--- config.mk ---
export PLATFORM = sky130hd
export DESIGN_NAME = multicycle_sequencer
export DESIGN_NICKNAME = d
export VERILOG_FILES = /design/src/rtl/multicycle_sequencer_pkg.sv /design/src/rtl/multicycle_sequencer_mem_timeout_counter.sv /design/src/rtl/multicycle_sequencer.sv
export SDC_FILE = /design/constraint.sdc
export NUM_CORES = 1
export LEC_CHECK = 0
export CAP_MARGIN = 10
export CORE_ASPECT_RATIO = 0.6
export CORE_MARGIN = 4
export CORE_UTILIZATION = 25
export CTS_CLUSTER_DIAMETER = 30
export DETAILED_ROUTE_END_ITERATION = 10
export HOLD_SLACK_MARGIN = 0.15
export PLACE_DENSITY = 0.48
export SYNTH_ARGS = -nofsm -noshare
export SYNTH_HDL_FRONTEND = slang
export SYNTH_HIERARCHICAL = 1
export SYNTH_SLANG_ARGS = --single-unit
--- constraint.sdc ---
create_clock -name clk -period 4.9 [get_ports clk]
set_input_delay 1.225 -clock clk [delete_from_list [all_inputs] [get_ports clk]]
set_output_delay 1.225 -clock clk [all_outputs]
set_load 0.05 [all_outputs]
--- src/rtl/multicycle_sequencer_pkg.sv ---
// Shared definitions for the multi-cycle sequencer, its datapath and its bench.
// Contents:
//   seq_state_t          - sequencer state encoding
//   PC_SRC_*             - 2-bit PC source select codes
//   DEFAULT_HALT_OPCODE  - op_code that stops the sequencer
//   TIMEOUT_CNT_W        - width of the memory wait counter (limits up to 255)
//   branch_taken()       - conditional branch resolution from ALU flags
package multicycle_sequencer_pkg;

  typedef enum logic [2:0] {
    ST_IDLE   = 3'd0,
    ST_FETCH  = 3'd1,
    ST_DECODE = 3'd2,
    ST_EXEC   = 3'd3,
    ST_MEM    = 3'd4,
    ST_WB     = 3'd5,
    ST_HALT   = 3'd6,
    ST_ERROR  = 3'd7
  } seq_state_t;

  localparam logic [1:0] PC_SRC_SEQ    = 2'b00;  // PC + 1
  localparam logic [1:0] PC_SRC_BRANCH = 2'b01;  // PC + 1 + branch_address
  localparam logic [1:0] PC_SRC_JUMP   = 2'b10;  // j_address
  localparam logic [1:0] PC_SRC_REG    = 2'b11;  // register (jr)

  localparam logic [4:0] DEFAULT_HALT_OPCODE = 5'b11111;

  localparam int TIMEOUT_CNT_W = 8;

  function automatic logic branch_taken(input logic beq, input logic bne, input logic bgt,
                                        input logic alu_zero, input logic alu_gt);
    return (beq & alu_zero) | (bne & ~alu_zero) | (bgt & alu_gt);
  endfunction

endpackage

--- src/rtl/multicycle_sequencer_mem_timeout_counter.sv ---
// Memory wait counter shared by the FETCH and MEM states.
// Ports:
//   clk, rst_n  - clock, synchronous active-low reset
//   clear       - restart the count from zero (wins over enable)
//   enable      - one more cycle spent waiting without an acknowledge
//   expired     - this waiting cycle is the LIMIT-th one without an acknowledge
module mem_timeout_counter #(
  parameter int LIMIT = 15,
  parameter int CNT_W = 8
) (
  input  logic clk,
  input  logic rst_n,
  input  logic clear,
  input  logic enable,
  output logic expired
);

  localparam logic [CNT_W-1:0] LAST = CNT_W'(LIMIT - 1);

  logic [CNT_W-1:0] count_reg;
  logic [CNT_W-1:0] count_next;

  always_comb begin
    count_next = count_reg;
    if (clear) begin
      count_next = '0;
    end else if (enable && (count_reg != LAST)) begin
      count_next = count_reg + CNT_W'(1);
    end
  end

  // Depends only on the registered count, never on clear, so the caller may
  // derive clear from a next-state that itself depends on expired.
  assign expired = enable && (count_reg == LAST);

  always_ff @(posedge clk) begin
    if (!rst_n) begin
      count_reg <= '0;
    end else begin
      count_reg <= count_next;
    end
  end

endmodule

--- src/rtl/multicycle_sequencer.sv ---
// Multi-cycle control FSM for the 25-bit five-field instruction datapath.
// Sequences FETCH/DECODE/EXEC/MEM/WB and drives PC, IR, ALU, memory and
// register-file enables. Outputs are decoded from the registered state plus
// same-cycle mem_ack and class/ALU flags.
// Ports:
//   clk, rst_n                     - clock, synchronous active-low reset
//   start                          - launch from IDLE
//   op_code, class flags, alu_*    - decoder and ALU status
//   mem_ack / mem_req, mem_we, mem_addr_sel - shared memory handshake
//   ir_we, alu_en, reg_we, wb_sel, pc_we, pc_src - datapath controls
//   busy, halted, err              - status
//   retired                        - saturating count of completed instructions
module multicycle_sequencer
  import multicycle_sequencer_pkg::*;
#(
  parameter int         MEM_TIMEOUT = 15,
  parameter logic [4:0] HALT_OPCODE = DEFAULT_HALT_OPCODE,
  parameter int         CNT_W       = 16
) (
  input  logic             clk,
  input  logic             rst_n,
  input  logic             start,
  input  logic [4:0]       op_code,
  input  logic             R_type,
  input  logic             lw,
  input  logic             sw,
  input  logic             beq,
  input  logic             bne,
  input  logic             bgt,
  input  logic             jr,
  input  logic             jump,
  input  logic             alu_zero,
  input  logic             alu_gt,
  input  logic             mem_ack,
  output logic             mem_req,
  output logic             mem_we,
  output logic             mem_addr_sel,
  output logic             ir_we,
  output logic             alu_en,
  output logic             reg_we,
  output logic             wb_sel,
  output logic             pc_we,
  output logic [1:0]       pc_src,
  output logic             busy,
  output logic             halted,
  output logic             err,
  output logic [CNT_W-1:0] retired
);

  seq_state_t       state_reg;
  seq_state_t       state_next;
  logic [CNT_W-1:0] retired_reg;
  logic [CNT_W-1:0] retired_next;
  logic             retire_pulse;
  logic             to_clear;
  logic             to_enable;
  logic             to_expired;

  // Counts waiting cycles of whichever memory access is in flight; any state
  // change restarts it, which covers FETCH/MEM entry including MEM->FETCH.
  assign to_enable = ((state_reg == ST_FETCH) || (state_reg == ST_MEM)) && !mem_ack;
  assign to_clear  = (state_next != state_reg);

  mem_timeout_counter #(
    .LIMIT (MEM_TIMEOUT),
    .CNT_W (TIMEOUT_CNT_W)
  ) u_timeout (
    .clk     (clk),
    .rst_n   (rst_n),
    .clear   (to_clear),
    .enable  (to_enable),
    .expired (to_expired)
  );

  always_comb begin
    state_next   = state_reg;
    mem_req      = 1'b0;
    mem_we       = 1'b0;
    mem_addr_sel = 1'b0;
    ir_we        = 1'b0;
    alu_en       = 1'b0;
    reg_we       = 1'b0;
    wb_sel       = 1'b0;
    pc_we        = 1'b0;
    pc_src       = PC_SRC_SEQ;
    case (state_reg)
      ST_IDLE: begin
        if (start) state_next = ST_FETCH;
      end
      ST_FETCH: begin
        mem_req = 1'b1;
        if (mem_ack) begin
          ir_we      = 1'b1;
          state_next = ST_DECODE;
        end else if (to_expired) begin
          state_next = ST_ERROR;
        end
      end
      ST_DECODE: begin
        if (op_code == HALT_OPCODE) begin
          state_next = ST_HALT;
        end else if (jump) begin
          pc_we      = 1'b1;
          pc_src     = PC_SRC_JUMP;
          state_next = ST_FETCH;
        end else if (jr) begin
          pc_we      = 1'b1;
          pc_src     = PC_SRC_REG;
          state_next = ST_FETCH;
        end else if (R_type | lw | sw | beq | bne | bgt) begin
          state_next = ST_EXEC;
        end else begin
          // No class flag: treat as NOP and move on.
          pc_we      = 1'b1;
          state_next = ST_FETCH;
        end
      end
      ST_EXEC: begin
        alu_en = 1'b1;
        if (R_type) begin
          state_next = ST_WB;
        end else if (lw | sw) begin
          state_next = ST_MEM;
        end else begin
          pc_we      = 1'b1;
          pc_src     = branch_taken(beq, bne, bgt, alu_zero, alu_gt) ? PC_SRC_BRANCH : PC_SRC_SEQ;
          state_next = ST_FETCH;
        end
      end
      ST_MEM: begin
        mem_req      = 1'b1;
        mem_addr_sel = 1'b1;
        mem_we       = sw & ~lw;  // lw outranks sw if both are flagged
        if (mem_ack) begin
          if (lw) begin
            state_next = ST_WB;
          end else begin
            pc_we      = 1'b1;
            state_next = ST_FETCH;
          end
        end else if (to_expired) begin
          state_next = ST_ERROR;
        end
      end
      ST_WB: begin
        reg_we     = 1'b1;
        wb_sel     = lw;
        pc_we      = 1'b1;
        state_next = ST_FETCH;
      end
      ST_HALT:  state_next = ST_HALT;
      ST_ERROR: state_next = ST_ERROR;
      default:  state_next = ST_IDLE;
    endcase
  end

  assign busy   = (state_reg != ST_IDLE) && (state_reg != ST_HALT) && (state_reg != ST_ERROR);
  assign halted = (state_reg == ST_HALT);
  assign err    = (state_reg == ST_ERROR);

  // An instruction completes on every return to FETCH except the launch from
  // IDLE; the halt instruction completes on DECODE->HALT.
  assign retire_pulse = ((state_next == ST_FETCH) && (state_reg != ST_FETCH) && (state_reg != ST_IDLE))
                     || ((state_reg == ST_DECODE) && (state_next == ST_HALT));

  always_comb begin
    retired_next = retired_reg;
    if (retire_pulse && (retired_reg != {CNT_W{1'b1}})) begin
      retired_next = retired_reg + CNT_W'(1);
    end
  end

  assign retired = retired_reg;

  always_ff @(posedge clk) begin
    if (!rst_n) begin
      state_reg   <= ST_IDLE;
      retired_reg <= '0;
    end else begin
      state_reg   <= state_next;
      retired_reg <= retired_next;
    end
  end

endmodule

==> metrics.cfg, run 1 <==
[run_status]
status = completed

[power]
finalPower_w = 0.000525
powerDensity_nw_per_um2 = 227
power_leakage_nw = 0.779
ir_worst_vdd_mv = 0.138

[placement]
portBuffers = 47
globalplace.congestion = 0.775
detailedPlace.worstSlack_ns = 0.409
dp_hpwl_um = 3430
dp.cells = 350

[clocking]
cts_tree = built
clk_latency_ns = 0.26
hold_buffers = 0
cts-root-buf = clkbuf_16
post_cts_buffers = 0
path_clk_slew_ns = 0.07
clkSinkCount = 27
cts_resized = 0
cts_inserted_buffers = 3
h-tree-depth = 1
clock_path_buffers = 2

[critical_path]
critPathLaunchType = primary input
worstSetupPathType = primary input to primary output
crit_slowest_cell = clkdlybuf4s50_1
crit_path_max_incr_delay_ns = 0.85
path_cells = clkdlybuf4s50_1 -> nor3_1 -> nand3_1 -> o32ai_1 -> clkdlybuf4s50_1
r2r_cells = 12
crit_arrival_ns = 3.30
cp_data_required_time_ns = 3.67
end_kind = primary output
crit_fanout = 4
path_common_cell = clkdlybuf4s50_1

[floorplanning]
start_util = 0.257
dieWidth_um = 115
die-area_sq_um = 8290
die_y_um = 72.1
core-area_sq_um = 6680
io_pins = 48
core.rowCount = 23

[cells_and_area]
drive_gt1_frac = 0.0562
num-nets-final = 290
diodes = 0
finalNonFillerCells = 354
fillers = 697
largest_reg_flops = 16
syn2layout_area_growth_pct = 35.1

[logic_synthesis]
synth_compound_area_frac = 0.253
synth.most_common_cell = dfxtp_1
synth_area_leaders = dfxtp_1, a21oi_1, nand2_1, o21ai_0, nor2_1
muxShareOfSynthArea = 0.0175
ys_top_cells_by_count = dfxtp_1, a21oi_1, nand2_1, nor2_1, o21ai_0
synthArstFlopShare = 0
netlist_instances = 225
synth_top_family_by_area = simple AND/OR/NAND/NOR gates
yosys.area_share.simple = 0.323
syn_area_sq_um = 1710
yosysWarnings = 6
yosys.area.top_type = dfxtp_1
synth_edf_count = 0
synthXorXnorAreaFrac = 0.0102
synth_fa_ha_area_frac = 0.0219
synth_nets = 247
netlist.area_leader.share = 0.315
synth_ff_type = dfxtp_1
syn_area_per_cell_sq_um = 7.62
ys_types = 50
synth-seq-cells = 27
ys_seq_area_frac = 0.315

[drt]
drc = 0
vias = 1732
dr.pass1.iters = 4
drt_iter0_markers = 73
viasPerCell = 4.89
wl_um = 4480
antenna_left = 0
wl_per_cell_um = 12.7

[timing]
period_minus_slack_ns = 4.52
fmax_mhz = 221
tns_ns = 0
rsz0062_at_grt = false
fin_worst_skew_ns = 0.00510
layout_setup_ws_ns = 0.378
tightestPinTransition_ns = 0.777
finalCritPeriodShare = 0.923
drv_slew = 0
final-hold-violation-count = 0
setup_viol = 0
slew_headroom = 0.482

[global_route]
grt_max_degree = 23
track_usage = 0.108
grt_pass1_wl_um = 7400
gr-total-overflow = 0
grt_pass1_vias = 1594
antenna_found_initial = 0

[flow_run]
drv_cap = 0

[min_path]
min_path_cells = 2
hold_path.class = register to register

cell usage in the layout, fill, tap and decap left out, types with 3 or more instances in the layout:
cell / n
clkdlybuf4s50_1: 46
dfxtp_1: 27
a21oi_1: 23
nand2_1: 22
nor2_1: 18
o21ai_0: 16
inv_1: 10
nand3_1: 9
or3_1: 9
nand4_1: 7
nand2b_1: 6
nor3_1: 6
o21ai_1: 5
and3_1: 4
o31ai_1: 4
nor2b_1: 3
mux2i_1: 3
nor4_1: 3
or4_1: 3
ha_1: 3
clkbuf_16: 3
through the flow:
step	cell area [sq um]	utilization	hold WS (ns)
floorplan	1710	-	0.452
CTS	2320	0.347	0.497
detailed placement	2240	0.335	0.486
global placement	2240	0.335	0.490
finish	2320	0.347	0.502
global route	2320	0.347	0.528
path summary, 6_finish.rpt:
path | from | endpoint | slack [ns]
max | lw | pc_src[0] | 0.38
min | u_timeout/count_reg[7] | u_timeout/count_reg[7] | 0.50
max reg2reg | state_reg[0] | u_timeout/count_reg[3] | 1.97
min reg2reg | u_timeout/count_reg[7] | u_timeout/count_reg[7] | 0.50
report_power, final:
part / leakage (nW) / switching, W / internal, W
logic: 0.520 / 0.0000612 / 0.0000420
clock network: 0.0409 / 0.0000793 / 0.000110
registers: 0.218 / 0.00000983 / 0.000223
total: 0.779 / 0.000150 / 0.000375
critical path: cells and delay by family:
kind / cells / cell delay, ns
AOI/OAI and AO/OA: 1 / 0.16
buffers and inverters: 2 / 1.31
and+or+nand+nor: 2 / 0.60
layout make-up:
cell class | count | area (sq um) | share of cell area
clock buffer | 3 | 75.1 | 0.0324
clock inverter | 1 | 5.00 | 0.00216
inverter | 10 | 37.5 | 0.0162
multi-input combinational | 178 | 1070 | 0.464
sequential | 27 | 541 | 0.233
tap | 87 | 109 | 0.0470
timing repair buffer | 48 | 475 | 0.205
kinds of logic after synthesis:
family / count (synthesis)
compound gates: 69
fa+ha+maj: 3
xor+xnor: 2
buf+inv: 20
simple gates: 101
flops: 27
mux: 3
per-layer routing:
layer,global-route usage,vias to the layer above,share of wire
met5,0,-,0
met4,0.0117,0,0.0018
met3,0.0333,2,0.060
met2,0.154,37,0.37
met1,0.162,769,0.57
li1,-,924,-
Note: power is estimated with default switching activity, not from simulation.
==> inputs of run 2 (changes only) <==
--- a/config.mk
+++ b/config.mk
@@ -6,8 +6,7 @@
 export NUM_CORES = 1
 export LEC_CHECK = 0
 export CAP_MARGIN = 10
-export CORE_ASPECT_RATIO = 0.6
-export CORE_MARGIN = 4
+export CORE_MARGIN = 2
 export CORE_UTILIZATION = 25
 export CTS_CLUSTER_DIAMETER = 30
 export DETAILED_ROUTE_END_ITERATION = 10
==> run 2 against run 1 <==
  * Clock skew is 0.0070 ns higher
  * First-iteration DRC count down 9.6%
  * Cell count down 2.0%
  * Total power down 11%
  * Largest cell class unchanged
  * Critical endpoint unchanged
  * Clock-buffer cell count stayed put
  * Critical path depth unchanged
  * Global-route usage up 0.80 points
  * Via count rose by 0.35%
  * Critical path type unchanged
==> metrics.cfg, run 2 (same netlist as run 1, synthesis figures left out) <==
[run_status]
status = completed

[floorplanning]
core.rowCount = 30  ; +30%
dieWidth_um = 86.8  ; -24%
core-area_sq_um = 6720  ; +0.64%
io_pins = 48  ; unchanged
die-area_sq_um = 7540  ; -9.1%
start_util = 0.255  ; -0.00163
die_y_um = 86.8  ; +20%

[power]
clkPwrFrac = 0.286  ; -0.075
ir_worst_vdd_mv = 0.139  ; +0.79%
finalPower_w = 0.000469  ; -11%
p_int_w = 0.000323  ; -14%
power_frac_seq = 0.495  ; +0.052
combPwrFrac = 0.218  ; +0.022
power.switching_w = 0.000146  ; -2.6%
powerDensity_nw_per_um2 = 206  ; -9.2%
power_leakage_nw = 0.760  ; -2.5%
swShare = 0.312  ; +0.0260

[critical_path]
cp_data_required_time_ns = 3.67  ; about the same
end_kind = primary output
r2r-end = u_timeout/count_reg[3]
r2r-start = state_reg[0]
rrSetupSlack_ns = 1.92  ; -0.05 ns
worstSetupPathType = primary input to primary output
r2r_cells = 13  ; +1
critPathLaunchType = primary input
crit_fanout = 4  ; unchanged
crit_arrival_ns = 3.28  ; -0.02 ns

[cells_and_area]
final_common_cell = clkdlybuf4s50_1
syn2layout_area_growth_pct = 32.8
largest_reg_flops = 16  ; unchanged
num-nets-final = 290  ; unchanged
regArea_sq_um = 541  ; unchanged
finalNonFillerCells = 347  ; -2.0%
design_area_sq_um = 2280  ; -1.7%
diodes = 0  ; unchanged
drive_gt1_frac = 0.0562  ; unchanged
final_cell_mix = clkdlybuf4s50_1, dfxtp_1, a21oi_1
fillers = 718  ; +3.0%
multiInputGateArea_sq_um = 1070  ; unchanged

[clocking]
clk_latency_ns = 0.28  ; +0.02 ns
cts_resized = 0  ; unchanged
clkSinkCount = 27  ; unchanged
cts_tree = built
hold_buffers = 0  ; unchanged
cts-root-buf = clkbuf_8
clock_path_buffers = 2  ; unchanged
h-tree-depth = 1  ; unchanged
post_cts_buffers = 0  ; unchanged
path_clk_slew_ns = 0.09  ; +0.02 ns
cts_inserted_buffers = 3  ; unchanged

[placement]
globalplace.congestion = 0.758  ; -2.1%
dp_hpwl_um = 3210  ; -6.4%
portBuffers = 47  ; unchanged
detailedPlace.worstSlack_ns = 0.410  ; +0.00132 ns
placed_cell_area_sq_um = 2230  ; -0.39%
dp.cells = 343  ; -2.0%

[global_route]
antenna_found_initial = 0  ; unchanged
grt_pass1_wl_um = 7220  ; -2.4%
track_usage = 0.116  ; +0.00801
grt_max_degree = 23  ; unchanged
gr-total-overflow = 0  ; unchanged
grt_pass1_vias = 1642  ; +3.0%

[timing]
rsz0062_at_grt = false
drv_slew = 0  ; unchanged
finalCritPeriodShare = 0.919  ; -0.00426
tns_ns = 0  ; unchanged
final-hold-violation-count = 0  ; unchanged
layout_setup_ws_ns = 0.399  ; +0.0209 ns
slew_headroom = 0.491  ; +0.00916
tightestPinTransition_ns = 0.763  ; -0.0137 ns
fmax_mhz = 222  ; +0.46%
period_minus_slack_ns = 4.50  ; -0.0209 ns
fin_worst_skew_ns = 0.0121  ; +0.00701 ns
setup_viol = 0  ; unchanged

[drt]
vias = 1738  ; +0.35%
dr.pass1.iters = 4  ; unchanged
viasPerCell = 5.01  ; +2.4%
drt_iter0_markers = 66  ; -9.6%
antenna_left = 0  ; unchanged
wl_um = 4240  ; -5.3%
wl_per_cell_um = 12.2  ; -3.4%
drc = 0  ; unchanged

[min_path]
hold_path.class = register to register
min_path_cells = 2  ; unchanged
worstHoldStart = u_timeout/count_reg[7]
min_delay_worst_endpoint = u_timeout/count_reg[7]

[flow_run]
drv_cap = 0  ; unchanged

run 2: cell types whose count changed in the layout (fill, tap and decap cells not counted), sizes merged:
cell | before | now
clkinv | 1 | 0
clkinvlp | 0 | 1
run 2: stage by stage:
stage	hold slack [ns]	util
4_1_cts	0.502	0.339
3_3_place_gp	0.480	0.331
3_5_place_dp	0.485	0.331
5_1_grt	0.547	0.339
6_report	0.494	0.339
2_1_floorplan	0.452	-
run 2: worst max path at each step:
stage	start	to	slack (ns)	cells past startpoint
CTS	lw	pc_src[0]	0.40	5
detailed placement	lw	pc_src[0]	0.41	5
floorplan	op_code[2]	pc_src[0]	0.87	4
global placement	lw	pc_src[0]	0.47	5
global route	lw	pc_src[0]	0.25	5
finish	lw	pc_src[0]	0.40	5
run 2: cell type report:
type                    instances  share of cell area
clock buffers                   3              0.0181
clock inverters                 1             0.00330
inverters                      10              0.0165
multi-input cells             178               0.472
flip-flops and latches         27               0.237
well taps                      80              0.0440
repair buffers                 48               0.209
run 2: worst max-delay path, cell delays in order:
cell,delay (ns)
clkdlybuf4s50_1,0.46
nor3_1,0.39
nand3_1,0.20
o32ai_1,0.16
clkdlybuf4s50_1,0.84
run 2: routing by layer:
| metal | GRT usage | vias up | wire (um) |
|---|---|---|---|
| li1 | - | 920 | - |
| met1 | 0.154 | 794 | 2070 |
| met5 | 0 | - | 0 |
| met3 | 0.0267 | 2 | 132 |
| met2 | 0.194 | 22 | 2030 |
| met4 | 0.0185 | 0 | 14 |
run 2: power by group through the flow:
| stage | combinational (W) | clock [W] | sequential [W] |
|---|---|---|---|
| 3_3_place_gp | 0.000104 | 0 | 0.000238 |
| 4_1_cts | 0.000103 | 0.000142 | 0.000233 |
| 3_5_place_dp | 0.000103 | 0 | 0.000238 |
| 5_1_grt | 0.000113 | 0.000151 | 0.000234 |
| 6_report | 0.000102 | 0.000134 | 0.000232 |
| 2_1_floorplan | 0.0000731 | 0 | 0.000232 |
